`src/rtl/logic_accum_pkg.sv`:
```
// Shared op-code definitions for the logic accumulator unit.
package logic_accum_pkg;

   localparam int OP_W = 3;

   typedef logic [OP_W-1:0] op_t;

   localparam op_t OP_XOR    = 3'd0;
   localparam op_t OP_OR     = 3'd1;
   localparam op_t OP_XNOR   = 3'd2;
   localparam op_t OP_AND    = 3'd3;
   localparam op_t OP_NAND   = 3'd4;
   localparam op_t OP_NOR    = 3'd5;
   localparam op_t OP_LOAD   = 3'd6;
   localparam op_t OP_INVERT = 3'd7;

endpackage

```
`src/rtl/logic_accum_alu.sv`:
```
// Combinational bitwise operator: combines an operand with the current accumulator.
module logic_accum_alu
   import logic_accum_pkg::*;
#(
   parameter int WIDTH = 8
) (
   input  logic [WIDTH-1:0] a,
   input  logic [WIDTH-1:0] acc,
   input  logic [OP_W-1:0]  sel,
   output logic [WIDTH-1:0] result
);

   always_comb begin
      result = '0;
      case (sel)
         OP_XOR:    result = a ^ acc;
         OP_OR:     result = a | acc;
         OP_XNOR:   result = ~(a ^ acc);
         OP_AND:    result = a & acc;
         OP_NAND:   result = ~(a & acc);
         OP_NOR:    result = ~(a | acc);
         OP_LOAD:   result = a;
         OP_INVERT: result = ~acc;
         default:   result = '0;
      endcase
   end

endmodule

```
`src/rtl/logic_accum_unit.sv`:
```
// Two-stage valid/ready logic accumulator with saturating result counter.
// Optional registered Parity output when LOGIC_ACCUM_PARITY_EN is defined.
module logic_accum_unit
   import logic_accum_pkg::*;
#(
   parameter int               WIDTH    = 8,
   parameter logic [WIDTH-1:0] ACC_INIT = '0,
   parameter int               CNT_W    = 8
) (
   input  logic             Clk,
   input  logic             Rst_n,
   input  logic             In_valid,
   output logic             In_ready,
   input  logic [WIDTH-1:0] A,
   input  logic [OP_W-1:0]  Sel,
   input  logic             Clear,
   output logic             Out_valid,
   input  logic             Out_ready,
   output logic [WIDTH-1:0] MuxOut,
   output logic [CNT_W-1:0] Count
`ifdef LOGIC_ACCUM_PARITY_EN
   ,
   output logic             Parity
`endif
);

   localparam logic [CNT_W-1:0] CNT_MAX = {CNT_W{1'b1}};

   logic [WIDTH-1:0] acc_q, acc_d;
   logic [WIDTH-1:0] s1_a_q, s1_a_d;
   logic [OP_W-1:0]  s1_sel_q, s1_sel_d;
   logic             s1_v_q, s1_v_d;
   logic             out_valid_q, out_valid_d;
   logic [CNT_W-1:0] count_q, count_d;
   logic [WIDTH-1:0] alu_result;
   logic             advance;
   logic             accept;

   logic_accum_alu #(
      .WIDTH (WIDTH)
   ) u_alu (
      .a      (s1_a_q),
      .acc    (acc_q),
      .sel    (s1_sel_q),
      .result (alu_result)
   );

   // Stage 1 may move forward whenever the output slot is empty or being drained.
   assign advance  = s1_v_q && (!out_valid_q || Out_ready);
   assign In_ready = Rst_n && !Clear && (!s1_v_q || !out_valid_q || Out_ready);
   assign accept   = In_valid && In_ready;

   always_comb begin
      acc_d       = acc_q;
      s1_a_d      = s1_a_q;
      s1_sel_d    = s1_sel_q;
      s1_v_d      = s1_v_q;
      out_valid_d = out_valid_q;
      count_d     = count_q;
      if (Clear) begin
         acc_d       = ACC_INIT;
         s1_v_d      = 1'b0;
         out_valid_d = 1'b0;
         count_d     = '0;
      end else begin
         if (advance) begin
            acc_d       = alu_result;
            out_valid_d = 1'b1;
            if (count_q != CNT_MAX) begin
               count_d = count_q + CNT_W'(1);
            end
         end else if (out_valid_q && Out_ready) begin
            out_valid_d = 1'b0;
         end
         if (accept) begin
            s1_a_d   = A;
            s1_sel_d = Sel;
            s1_v_d   = 1'b1;
         end else if (advance) begin
            s1_v_d = 1'b0;
         end
      end
   end

   always_ff @(posedge Clk or negedge Rst_n) begin
      if (!Rst_n) begin
         acc_q       <= ACC_INIT;
         s1_a_q      <= '0;
         s1_sel_q    <= '0;
         s1_v_q      <= 1'b0;
         out_valid_q <= 1'b0;
         count_q     <= '0;
      end else begin
         acc_q       <= acc_d;
         s1_a_q      <= s1_a_d;
         s1_sel_q    <= s1_sel_d;
         s1_v_q      <= s1_v_d;
         out_valid_q <= out_valid_d;
         count_q     <= count_d;
      end
   end

   assign Out_valid = out_valid_q;
   assign MuxOut    = acc_q;
   assign Count     = count_q;

`ifdef LOGIC_ACCUM_PARITY_EN
   logic parity_q, parity_d;

   // Tracks the accumulator's next value, so Clear and hold are covered for free.
   assign parity_d = ^acc_d;

   always_ff @(posedge Clk or negedge Rst_n) begin
      if (!Rst_n) begin
         parity_q <= ^ACC_INIT;
      end else begin
         parity_q <= parity_d;
      end
   end

   assign Parity = parity_q;
`endif

endmodule

```
`config.mk`:
```
export PLATFORM = sky130hd
export DESIGN_NAME = logic_accum_unit
export DESIGN_NICKNAME = d
export VERILOG_FILES = /design/src/rtl/logic_accum_pkg.sv /design/src/rtl/logic_accum_alu.sv /design/src/rtl/logic_accum_unit.sv
export SDC_FILE = /design/constraint.sdc
export NUM_CORES = 1
export LEC_CHECK = 0
export ABC_AREA = 0
export BUFFER_PORTS_ARGS = -buffer_cell sky130_fd_sc_hd__buf_2
export CAP_MARGIN = 20
export CORE_MARGIN = 3
export CORE_UTILIZATION = 40
export DETAILED_ROUTE_END_ITERATION = 16
export PLACE_DENSITY_LB_ADDON = 0.12
export SLEW_MARGIN = 10
export SYNTH_ARGS = -nofsm -noshare
export SYNTH_HDL_FRONTEND = slang
export SYNTH_SLANG_ARGS = --single-unit
export TNS_END_PERCENT = 50
```
`constraint.sdc`:
```
create_clock -name Clk -period 1.5 [get_ports Clk]
set_input_delay 0.075 -clock Clk [delete_from_list [all_inputs] [get_ports Clk]]
set_output_delay 0.075 -clock Clk [all_outputs]
set_load 0.01 [all_outputs]
```
After elaboration in Yosys (flattened, before gate mapping)
Index checks and enable logic that the tools add are counted.
{"block": "totals", "register_bits": 29, "inputBits": 16, "output_inout_bits": 18, "elab_cells": 53}
{"block": "classes", "add_sub_neg": 1, "eq_ne": 8, "muxes": 12, "bitwise_logic": 8, "n_reduce_logical": 18}
{"op": "8-bit one-hot mux with 8 select lines", "n": 1}
{"op": "8-bit two-way mux", "n": 5}
{"op": "8-bit NOT", "n": 4}
{"op": "3-bit == test (second input constant)", "n": 4}
{"op": "8-bit by 1-bit adder with 8-bit output (second input constant)", "n": 1}
{"op": "8-bit bitwise AND", "n": 1}
{"op": "8-bit inequality test (second input constant)", "n": 1}
{"op": "8-bit OR", "n": 1}
{"op": "8-bit bitwise XOR", "n": 1}
{"op": "3-bit by 2-bit == test with 1-bit output (second input constant)", "n": 2}
{"op": "1-bit two-way mux", "n": 6}
{"op": "3-bit nonzero test", "n": 2}
{"op": "1-bit logical AND", "n": 5}
{"op": "2-bit AND reduction", "n": 2}
{"op": "2-bit nonzero test", "n": 2}
{"op": "3-bit by 1-bit == test with 1-bit output (second input constant)", "n": 1}
{"op": "1-bit zero test", "n": 3}
{"op": "3-bit zero test", "n": 1}
{"op": "1-bit logical OR", "n": 3}
{"op": "1-bit NOT", "n": 1}

Logic depth before layout (Yosys ltp)
Gate-level depths: netlist of the first run.
{"block": "logic_depth", "depth_word": 7, "mapped_depth": 7, "depth_no_buf": 7}

Cells and area by module
Synthesis of the first run repeated with hierarchy kept, for this count alone.
{"block": "unflattened", "cells_unflattened": 231, "area_unflattened_um2": 2198.4}
{"mod": "logic_accum_unit", "n_inst": 1, "cells_each": 103, "area_each_um2": 1323.8, "seq_area_each_um2": 725.7}
{"mod": "logic_accum_alu", "n_inst": 1, "cells_each": 128, "area_each_um2": 874.6, "seq_area_each_um2": 0.0}

Least setup slack after synthesis of the first run
No wires, ideal clock.
{"block": "synth_timing", "kind": "register to register", "start": "register acc_q[2], in the netlist MuxOut[2]", "end": "register acc_q[2], in the netlist MuxOut[2]", "setup_time_ns": 0.127, "arrival_ns": 1.424, "required_time_ns": 1.373, "path_slack_ns": -0.051, "path_stages_with_launch": 7, "path_buffers": 0, "synth_period_minus_slack_ns": 1.551, "cell_sequence": "dfrtp_1 > inv_1 > ha_1 > inv_1 > mux4_2 > a21oi_1 > o21ai_0"}
{"block": "synth_between", "elab_chain_cells": 5, "word_cells_on_any_way": 10, "cone_classes": "mux (3); bitwise (7)"}
{"element": "start: declaration", "line_no": "logic_accum_unit.sv:29", "source": "logic [WIDTH-1:0] acc_q, acc_d;"}
{"element": "start signal: assignment", "line_no": "logic_accum_unit.sv:87", "source": "acc_q <= ACC_INIT;"}
{"element": "start signal: assignment", "line_no": "logic_accum_unit.sv:94", "source": "acc_q <= acc_d;"}
{"element": "8-bit OR (tied with other cells)", "line_no": "logic_accum_alu.sv:17, logic_accum_alu.sv:21"}
{"element": "8-bit NOT (on tied branches)", "line_no": "logic_accum_alu.sv:21, logic_accum_alu.sv:18, logic_accum_alu.sv:20"}
{"element": "8-bit one-hot mux with 8 select lines (*)", "line_no": "logic_accum_alu.sv:15", "source": "case (sel)"}
{"element": "8-bit two-way mux (*)", "line_no": "logic_accum_unit.sv:66", "source": "if (advance) begin"}
{"element": "8-bit two-way mux (*)", "line_no": "logic_accum_unit.sv:60", "source": "if (Clear) begin"}
Mark *: on every way between the ends. The rest lies on a longest branch, timed or not. The select of a mux whose other input is x is not followed.
A chain may end at the register's enable or synchronous reset.

Worst setup path in the final report of the first run
Ends and elaborated chain as after synthesis.

==> run metrics, run 1 <==
Slew HR 0.726; H-Tree Depth 2; Worst setup EP type flip-flop; final slew viol count 0; met2 usage 0.266; Post-synth EDFFs 0; Net Count, Synth 263; post-synthesis sequential area ratio 0.351; vias in the first global route 1743; flop-to-flop setup slack -30 ps; post-synth cell types 42; Final Setup Violations 1; Hold/Removal Path Class in -> reg; Sinks on Clock Net 29; R2R Path End MuxOut[2]$_DFFE_PN0P_; ant diodes 0; root buf cell clkbuf_8; critical path startpoint MuxOut[2]$_DFFE_PN0P_; Yosys top cell area share 0.351; CTS buffer count 5; Sw Share 0.346; Worst Hold Launch A[5]; RePlAce Congestion 0.808; power per cell area 936 nW/um2; predominant post-synthesis flop cell dfrtp_1; standard-cell rows 25; post-synthesis async set-or-reset flop share 1.00; Seq cells post-synth 29; leading post-synthesis cells by cell area dfrtp_1, ha_1, o21ai_0; Net Sw Power 886 uW; Residual DRC 0; total I/O pin count 34; leading area contributor after synthesis dfrtp_1; met3 usage 0.0360; Yosys Warn Count 0; total internal power 1680 uW; crit path DAT 1690 ps; part of the power in registers 0.376; hold path depth 2; clock tree buffer depth 2; RSZ-0062 raised after global routing true; Pre-Repair DR Iteration Count 4; Fin. Hold Viols 0; syn_area_per_cell 9.00 um2; clk_lat worst skew 280 ps; die width 77.9 um; grt peak-use layer met2; Area growth, synth to finish 32.3%; largest net degree at the start of global routing 30; critical path required time 1660 ps; failing checks setup timing; 1st-iter DRT viols 66; Tot GR Track Use 0.167; met1 Usage GRT 0.231; Startpoint Class flip-flop; Die Span Y 77.9 um; via count 1861; Initial Utilization 0.427; first-pass GRT wire length 8.16 mm; clock network fraction of total power 0.242; Setup Crit Path Kind reg -> reg; initial antenna violation count 0; Max Freq 0.653 GHz; routed length per instance 13.7 um; hold slack 11.2 ps; share of cells above drive strength 1 0.363; post-route setup slack -30.5 ps; beginning of the worst register-to-register path MuxOut[2]$_DFFE_PN0P_; period utilization 1.02; port bufs 33; setup TNS -30.5 ps; Core Area 4850 um2; Synth Instances 230; grt ovf 0; r2r worst-path depth 6; final wirelength 4.96 mm; ANT nets after route 0; placed wire-length estimate 3.47 mm; worst clock skew 3.13 ps; Period minus WS final 1530 ps; commonest non-fill, non-tap cell in the layout buf_2; Worst Tran Pin Value 408 ps; Max-Cap Viols 0; status complete, but fails checks; worst vdd ir 0.579 mV; most frequent cells in the layout buf_2, buf_4, dfrtp_1; DR vias/cell 5.14; Nets 327; Logic pwr share 0.381; synthesized area 2070 um2; Reg clk slew, reported paths 60 ps; Crit Path Max Fanout 4; WHS Endpoint s1_a_q[5]$_DFFE_PN0P_; P_leak 0.00124 uW; area of the die 6070 um2; TritonCTS clock tree yes
## synth_stat cells (all sizes together) (3+ instances only)
master	n
inv	18
o22ai	4
nand4	3
clkbuf	3
nand3b	5
a211oi	3
xor2	3
nor3	6
mux2i	3
nand3	7
a221oi	3
nor2b	5
a31oi	3
buf	11
nor2	16
dfrtp	29
mux2	11
nand2	19
o21ai	21
nor4	3
xnor2	5
ha	17
nand2b	6
a21oi	12
a311oi	3
## logic make-up (layout without fill, tap and decap cells)
family / Yosys count / count (layout) / share of synthesized area
simple gates: 74 / 74 / 0.191
flops: 29 / 29 / 0.351
xor+xnor: 8 / 8 / 0.0339
buf+inv: 32 / 97 / 0.0707
mux: 15 / 15 / 0.0852
fa+ha+maj: 17 / 17 / 0.103
compound gates: 55 / 55 / 0.166
## area by class of cell
| cell class | instances | area [um2] |
|---|---|---|
| Tap cell | 67 | 83.8 |
| Sequential cell | 29 | 734 |
| Timing Repair Buffer | 71 | 480 |
| Clock buffer | 8 | 80.1 |
| Multi-Input combinational cell | 169 | 1290 |
| Fill cell | 446 | 2110 |
| Inverter | 18 | 67.6 |
## per-stage QoR
step	worst slack (ps)	std cells	instance area [um2]	util	total power, uW
6_report	-30.5	362	2740	0.565	2560
2_1_floorplan	-19.3	230	2080	-	1550
4_1_cts	-46.4	353	2570	0.530	2470
3_5_place_dp	-27.9	341	2450	0.505	1820
5_1_grt	-94.4	362	2740	0.565	2770
3_3_place_gp	-1.68	341	2450	0.505	1820
## registers in the layout, summed over array words and instances (netlist names)
signal and count:
Count 8, MuxOut 8, s1_a_q 8, s1_sel_q 3, Out_valid 1, s1_v_q 1
## repair_timing
action                     CTS  global route
hold endpoints to repair    32             0
setup endpoints to repair    1            15
gates resized for setup      0            32
hold buffers                 4             0
pin swaps                    0            15
buffers inserted             0             9
## critical path, cell delays in order (launching register included)
cell     delay (ps)
dfrtp_1         410
inv_2            70
ha_4            270
inv_2            30
mux4_2          450
a21oi_2         130
o21ai_1          70
## worst max-delay path by stage
stage                             to  slack, ps
2_1_floorplan  MuxOut[2]$_DFFE_PN0P_        -20
3_3_place_gp   MuxOut[2]$_DFFE_PN0P_         -2
3_5_place_dp   MuxOut[2]$_DFFE_PN0P_        -30
4_1_cts        MuxOut[2]$_DFFE_PN0P_        -50
5_1_grt        MuxOut[2]$_DFFE_PN0P_        -90
6_report       MuxOut[2]$_DFFE_PN0P_        -30
## layer usage
layer  routed length [um]  vias to the layer above
li1                     -                      937
met1                 2400                      884
met2                 2330                       38
met3                  206                        2
met4                   24                        0
met5                    0                        -
## power groups by stage
| stage | registers, uW | clock network, uW | logic (uW) |
|---|---|---|---|
| floorplan | 943 | 0 | 611 |
| CTS | 957 | 649 | 861 |
| finish | 965 | 621 | 978 |
| detailed placement | 971 | 0 | 848 |
| global placement | 969 | 0 | 847 |
| global route | 982 | 682 | 1100 |
(Power assumes the default switching activity.)
==> run 2: changes to the inputs <==
--- a/config.mk
+++ b/config.mk
@@ -6,7 +6,7 @@
 export NUM_CORES = 1
 export LEC_CHECK = 0
 export ABC_AREA = 0
-export BUFFER_PORTS_ARGS = -buffer_cell sky130_fd_sc_hd__buf_2
+export BUFFER_PORTS_ARGS = -buffer_cell sky130_fd_sc_hd__buf_4
 export CAP_MARGIN = 20
 export CORE_MARGIN = 3
 export CORE_UTILIZATION = 40
==> run 2 against run 1 <==
  * The flow still finishes with violations (setup timing)
  * Combinational power is 2% higher
  * Design area is 4.0% higher
  * Final cell count is 2.2% higher
  * Wire length is 2.1% higher
  * First-iteration DRC count is 38% higher
  * Worst hold slack worse by 1.6 ps
  * Setup slack hardly changed
  * Flip-flop and latch count stayed put
  * Count of clock-buffer cells in the layout is 1 lower
  * Critical path type unchanged
  * Critical endpoint unchanged
  * Highest routed layer unchanged
==> run metrics, run 2 (synthesis gave the netlist of run 1 again) <==
status complete, but fails checks (unchanged); failing checks setup timing (unchanged); clock network fraction of total power 0.254 (was 0.242); post-route setup slack -30.3 ps (was -30.5 ps); first-pass GRT wire length 8.40 mm (was 8.16 mm); DR vias/cell 5.09 (was 5.14); Worst path slowest cell mux4_2 (unchanged); Max Freq 0.653 GHz (about the same); part of the power in registers 0.366 (was 0.376); Cell Area, Placed 2550 um2 (was 2450 um2); Initial Utilization 0.427 (unchanged); most frequent cells in the layout buf_4, dfrtp_1, nand2_1 (was buf_2, buf_4, dfrtp_1); ant diodes 0 (unchanged); Final Setup Violations 1 (unchanged); RePlAce Congestion 0.815 (was 0.808); area of the die 6070 um2 (unchanged); Area growth, synth to finish 37.7% (was 32.3%); Setup Crit Path Kind reg -> reg (unchanged); Sw Share 0.339 (was 0.346); Worst setup EP type flip-flop (unchanged); Sinks on Clock Net 29 (unchanged); clock tree buffer depth 2 (unchanged); Startpoint Class flip-flop (unchanged); initial antenna violation count 0 (unchanged); Core Area 4850 um2 (unchanged); Hold/Removal Path Class in -> reg (unchanged); critical path cell sequence inv_2 > ha_4 > inv_2 > mux4_2 > a21oi_2 > o21ai_1 (unchanged); P_leak 0.00129 uW (was 0.00124 uW); Design Area, Final 2850 um2 (was 2740 um2); clk_lat worst skew 290 ps (was 280 ps); Worst Tran Pin Value 418 ps (was 408 ps); final slew viol count 0 (unchanged); grt ovf 0 (unchanged); Finished Layout Cells 370 (was 362); flop-to-flop setup slack -30 ps (about the same); RSZ-0062 raised after global routing true (unchanged); placed wire-length estimate 3.61 mm (was 3.47 mm); ANT nets after route 0 (unchanged); Crit Path Max Fanout 3 (was 4); placed insts 345 (was 341); power per cell area 920 nW/um2 (was 936 nW/um2); total internal power 1730 uW (was 1680 uW); routed length per instance 13.7 um (about the same); total I/O pin count 34 (unchanged); total chip power 2620 uW (was 2560 uW); Fin. Hold Viols 0 (unchanged); Pre-Repair DR Iteration Count 4 (unchanged); final wirelength 5.07 mm (was 4.96 mm); Tot GR Track Use 0.174 (was 0.167); CP dominant cell by count inv_2 (unchanged); H-Tree Depth 2 (unchanged); share of cells above drive strength 1 0.360 (was 0.363); standard-cell rows 25 (unchanged); Residual DRC 0 (unchanged); critical path required time 1660 ps (about the same); period utilization 1.02 (about the same); Logic pwr share 0.380 (was 0.381); Max-Cap Viols 0 (unchanged); TritonCTS clock tree yes (unchanged); Nets 336 (was 327); Placement Setup Slack -21.9 ps (was -27.9 ps); hold slack 9.64 ps (was 11.2 ps); worst vdd ir 0.509 mV (was 0.579 mV); largest stage delay on the critical path 450 ps (about the same); largest net degree at the start of global routing 30 (unchanged); vias in the first global route 1770 (was 1743); CTS buffer count 5 (unchanged); 1st-iter DRT viols 91 (was 66); Die Span Y 77.9 um (unchanged); commonest non-fill, non-tap cell in the layout buf_4 (was buf_2); # fillers 447 (was 446); port bufs 33 (unchanged); root buf cell clkbuf_8 (unchanged); Period minus WS final 1530 ps (about the same); worst clock skew 10.9 ps (was 3.13 ps); via count 1885 (was 1861); Reg clk slew, reported paths 60 ps (about the same); die width 77.9 um (unchanged); Net Sw Power 890 uW (was 886 uW); Slew HR 0.719 (was 0.726); crit path DAT 1690 ps (about the same)
## run 2: cell count changes in the layout (fill, tap and decap cells not counted), sizes merged
| cell | before | now |
|---|---|---|
| buf | 67 | 75 |
## run 2: what timing repair did
item	4_1_cts	5_1_grt
setup buffers	2	12
pin swaps	0	11
hold endpoints to repair	32	0
hold buffers	4	0
endpoints found under the setup margin	1	24
resized for setup	0	26
## run 2: final cells by class
class	count	area, um2	share of cell area
multi-input combinational	169	1270	0.444
sequential	29	733	0.257
timing repair buffer	80	612	0.215
clock buffer	7	86.3	0.0303
tap	67	83.8	0.0294
inverter	18	67.6	0.0237
## run 2: final timing paths
check                                      startpoint                 endpoint  cells past startpoint
worst max-delay path            MuxOut[2]$_DFFE_PN0P_    MuxOut[2]$_DFFE_PN0P_                      6
worst min-delay path                             A[5]    s1_a_q[5]$_DFFE_PN0P_                      2
worst max register to register  MuxOut[2]$_DFFE_PN0P_    MuxOut[2]$_DFFE_PN0P_                      6
worst min register to register  MuxOut[4]$_DFFE_PN0P_    MuxOut[4]$_DFFE_PN0P_                      2
max in group asynchronous                       Rst_n  s1_sel_q[1]$_DFFE_PN0P_                      3
min in group asynchronous                       Rst_n    s1_a_q[3]$_DFFE_PN0P_                      3
## run 2: stage by stage
step | setup TNS, ps | util
after CTS | -23.5 | 0.555
after global routing | -211 | 0.588
after detailed placement | -23.0 | 0.525
after floorplan | -19.3 | -
final | -30.3 | 0.588
after global placement | 0 | 0.525
## run 2: critical path: cells and delay by family (launching register included)
kind	cells	cell delay (ps)
compound gates	2	220
fa+ha+maj	1	260
buf+inv	2	100
flops	1	380
mux	1	450
## run 2: per-layer routing
layer | global-route usage | part of all wire | vias to the layer above
met4 | 0.0612 | 0.018 | 0
met2 | 0.257 | 0.44 | 49
met5 | 0 | 0 | -
met1 | 0.248 | 0.49 | 867
met3 | 0.0383 | 0.048 | 10
li1 | - | - | 959
## run 2: power groups by stage
stage	registers (uW)	logic [uW]	clock network, uW
3_5_place_dp	976	879	0
5_1_grt	974	1110	725
4_1_cts	960	909	691
2_1_floorplan	943	611	0
6_report	960	996	665
3_3_place_gp	974	871	0
==> run 3: changes to the inputs <==
--- a/config.mk
+++ b/config.mk
@@ -10,9 +10,10 @@
 export CAP_MARGIN = 20
 export CORE_MARGIN = 3
 export CORE_UTILIZATION = 40
+export CTS_BUF_LIST = sky130_fd_sc_hd__clkbuf_2
 export DETAILED_ROUTE_END_ITERATION = 16
 export PLACE_DENSITY_LB_ADDON = 0.12
-export SLEW_MARGIN = 10
+export SLEW_MARGIN = 25
 export SYNTH_ARGS = -nofsm -noshare
 export SYNTH_HDL_FRONTEND = slang
 export SYNTH_SLANG_ARGS = --single-unit
==> run 3 against run 2 <==
  * The run still ends with setup timing left
  * Final cell count grew 3.2%
  * Maximum frequency decreased by 0.42%
  * Wire length increased by 1.9%
  * Power is 9.1% lower
==> run metrics, run 3 (synthesis gave the netlist of run 1 again) <==
DR vias/cell 5.10 (was 5.09); Placement Setup Slack -21.9 ps (unchanged); worst clock skew 40.0 ps (was 10.9 ps); total chip power 2380 uW (was 2620 uW); grt peak-use layer met2 (unchanged); final slew viol count 0 (unchanged); grt ovf 0 (unchanged); Setup Crit Path Kind reg -> reg (unchanged); critical path required time 1740 ps (was 1660 ps); H-Tree Depth 2 (unchanged); Hold/Removal Path Class in -> reg (unchanged); commonest non-fill, non-tap cell in the layout buf_4 (unchanged); Residual DRC 0 (unchanged); RePlAce Congestion 0.815 (unchanged); Startpoint Class flip-flop (unchanged); Tot GR Track Use 0.175 (was 0.174); total I/O pin count 34 (unchanged); largest net degree at the start of global routing 30 (unchanged); ANT nets after route 0 (unchanged); ant diodes 0 (unchanged); status complete, but fails checks (unchanged); port bufs 33 (unchanged); Pre-Repair DR Iteration Count 4 (unchanged); critical path startpoint MuxOut[2]$_DFFE_PN0P_ (unchanged); Finished Layout Cells 382 (was 370); Design Area, Final 2930 um2 (was 2850 um2); Crit Path Max Fanout 3 (unchanged); Worst Hold Launch In_valid (was A[5]); Nets 348 (was 336); setup TNS -36.7 ps (was -30.3 ps); Worst Tran Pin Value 403 ps (was 418 ps); share of cells above drive strength 1 0.365 (was 0.360); placed insts 345 (unchanged); post-route setup slack -36.7 ps (was -30.3 ps); Initial Utilization 0.427 (unchanged); root buf cell clkbuf_2 (was clkbuf_8); via count 1948 (was 1885); Core Area 4850 um2 (unchanged); Slew HR 0.730 (was 0.719); Period minus WS final 1540 ps (was 1530 ps); met2 usage 0.267 (was 0.257); crit path DAT 1780 ps (was 1690 ps); P_leak 0.00133 uW (was 0.00129 uW); CTS buffer count 5 (unchanged); # fillers 434 (was 447); failing checks setup timing (unchanged); worst vdd ir 0.442 mV (was 0.509 mV); Fin. Hold Viols 0 (unchanged); Reg clk slew, reported paths 150 ps (was 60 ps); RSZ-0062 raised after global routing true (unchanged); met1 Usage GRT 0.245 (was 0.248); die width 77.9 um (unchanged); standard-cell rows 25 (unchanged); Area growth, synth to finish 41.4% (was 37.7%); power per cell area 814 nW/um2 (was 920 nW/um2); most frequent cells in the layout buf_4, dfrtp_1, nand2_1 (unchanged); clock tree buffer depth 2 (unchanged); Worst setup EP type flip-flop (unchanged); clk_lat worst skew 380 ps (was 290 ps); Final Setup Violations 1 (unchanged); routed length per instance 13.5 um (was 13.7 um); 1st-iter DRT viols 113 (was 91); met3 usage 0.0394 (was 0.0383); Sinks on Clock Net 29 (unchanged); initial antenna violation count 0 (unchanged); vias in the first global route 1825 (was 1770); final wirelength 5.16 mm (was 5.07 mm); beginning of the worst register-to-register path MuxOut[2]$_DFFE_PN0P_ (unchanged); placed wire-length estimate 3.61 mm (unchanged); period utilization 1.02 (about the same); Max Freq 0.651 GHz (was 0.653 GHz); Cell Area, Placed 2550 um2 (unchanged); Max-Cap Viols 0 (unchanged); first-pass GRT wire length 8.47 mm (was 8.40 mm); Die Span Y 77.9 um (unchanged); TritonCTS clock tree yes (unchanged); area of the die 6070 um2 (unchanged)
## run 3: final cells by class
type | count | area [um2] | share of cell area
Multi-Input combinational cell | 169 | 1280 | 0.438
Sequential cell | 29 | 733 | 0.251
Timing Repair Buffer | 92 | 727 | 0.248
Tap cell | 67 | 83.8 | 0.0286
Inverter | 18 | 67.6 | 0.0231
Clock buffer | 6 | 30.0 | 0.0103
Clock inverter | 1 | 3.75 | 0.00128
## run 3: power breakdown
group / leakage, uW / switching, uW / internal [uW]
logic: 0.000931 / 501 / 534
clock network: 0.0000265 / 282 / 109
registers: 0.000371 / 97.4 / 860
## run 3: what timing repair did
| action | in CTS | in global routing |
|---|---|---|
| buffers inserted | 2 | 14 |
| endpoints found under the hold margin | 47 | 0 |
| hold buffers | 14 | 0 |
| cloned | 0 | 0 |
| gates resized for setup | 0 | 28 |
| setup endpoints to repair | 3 | 24 |
| pin swaps | 1 | 15 |
## run 3: stage by stage
step | utilization | hold slack, ps
final | 0.604 | 118
after global routing | 0.604 | 110
after CTS | 0.564 | 87.0
after detailed placement | 0.525 | 161
after global placement | 0.525 | 165
after floorplan | - | -221
## run 3: path summary, 6_finish.rpt
| path | end | slack, ps | depth (start not counted) |
|---|---|---|---|
| max | MuxOut[2]$_DFFE_PN0P_ | -40 | 6 |
| min | s1_v_q$_DFFE_PN0P_ | 120 | 4 |
| max reg2reg | MuxOut[2]$_DFFE_PN0P_ | -40 | 6 |
| min reg2reg | s1_a_q[1]$_DFFE_PN0P_ | 570 | 1 |
| max in group asynchronous | s1_sel_q[1]$_DFFE_PN0P_ | 880 | 3 |
| min in group asynchronous | s1_a_q[3]$_DFFE_PN0P_ | 260 | 3 |
## run 3: per-layer routing
layer	wire, um	part of all wire
met5	0	0
met2	2300	0.44
met3	205	0.040
met1	2620	0.51
met4	35	0.0068
## run 3: worst max-delay path, stage by stage (launching register included)
cell and delay [ps]:
dfrtp_1 410, inv_2 70, ha_4 270, inv_2 30, mux4_2 450, a21oi_2 140
o21ai_1 80
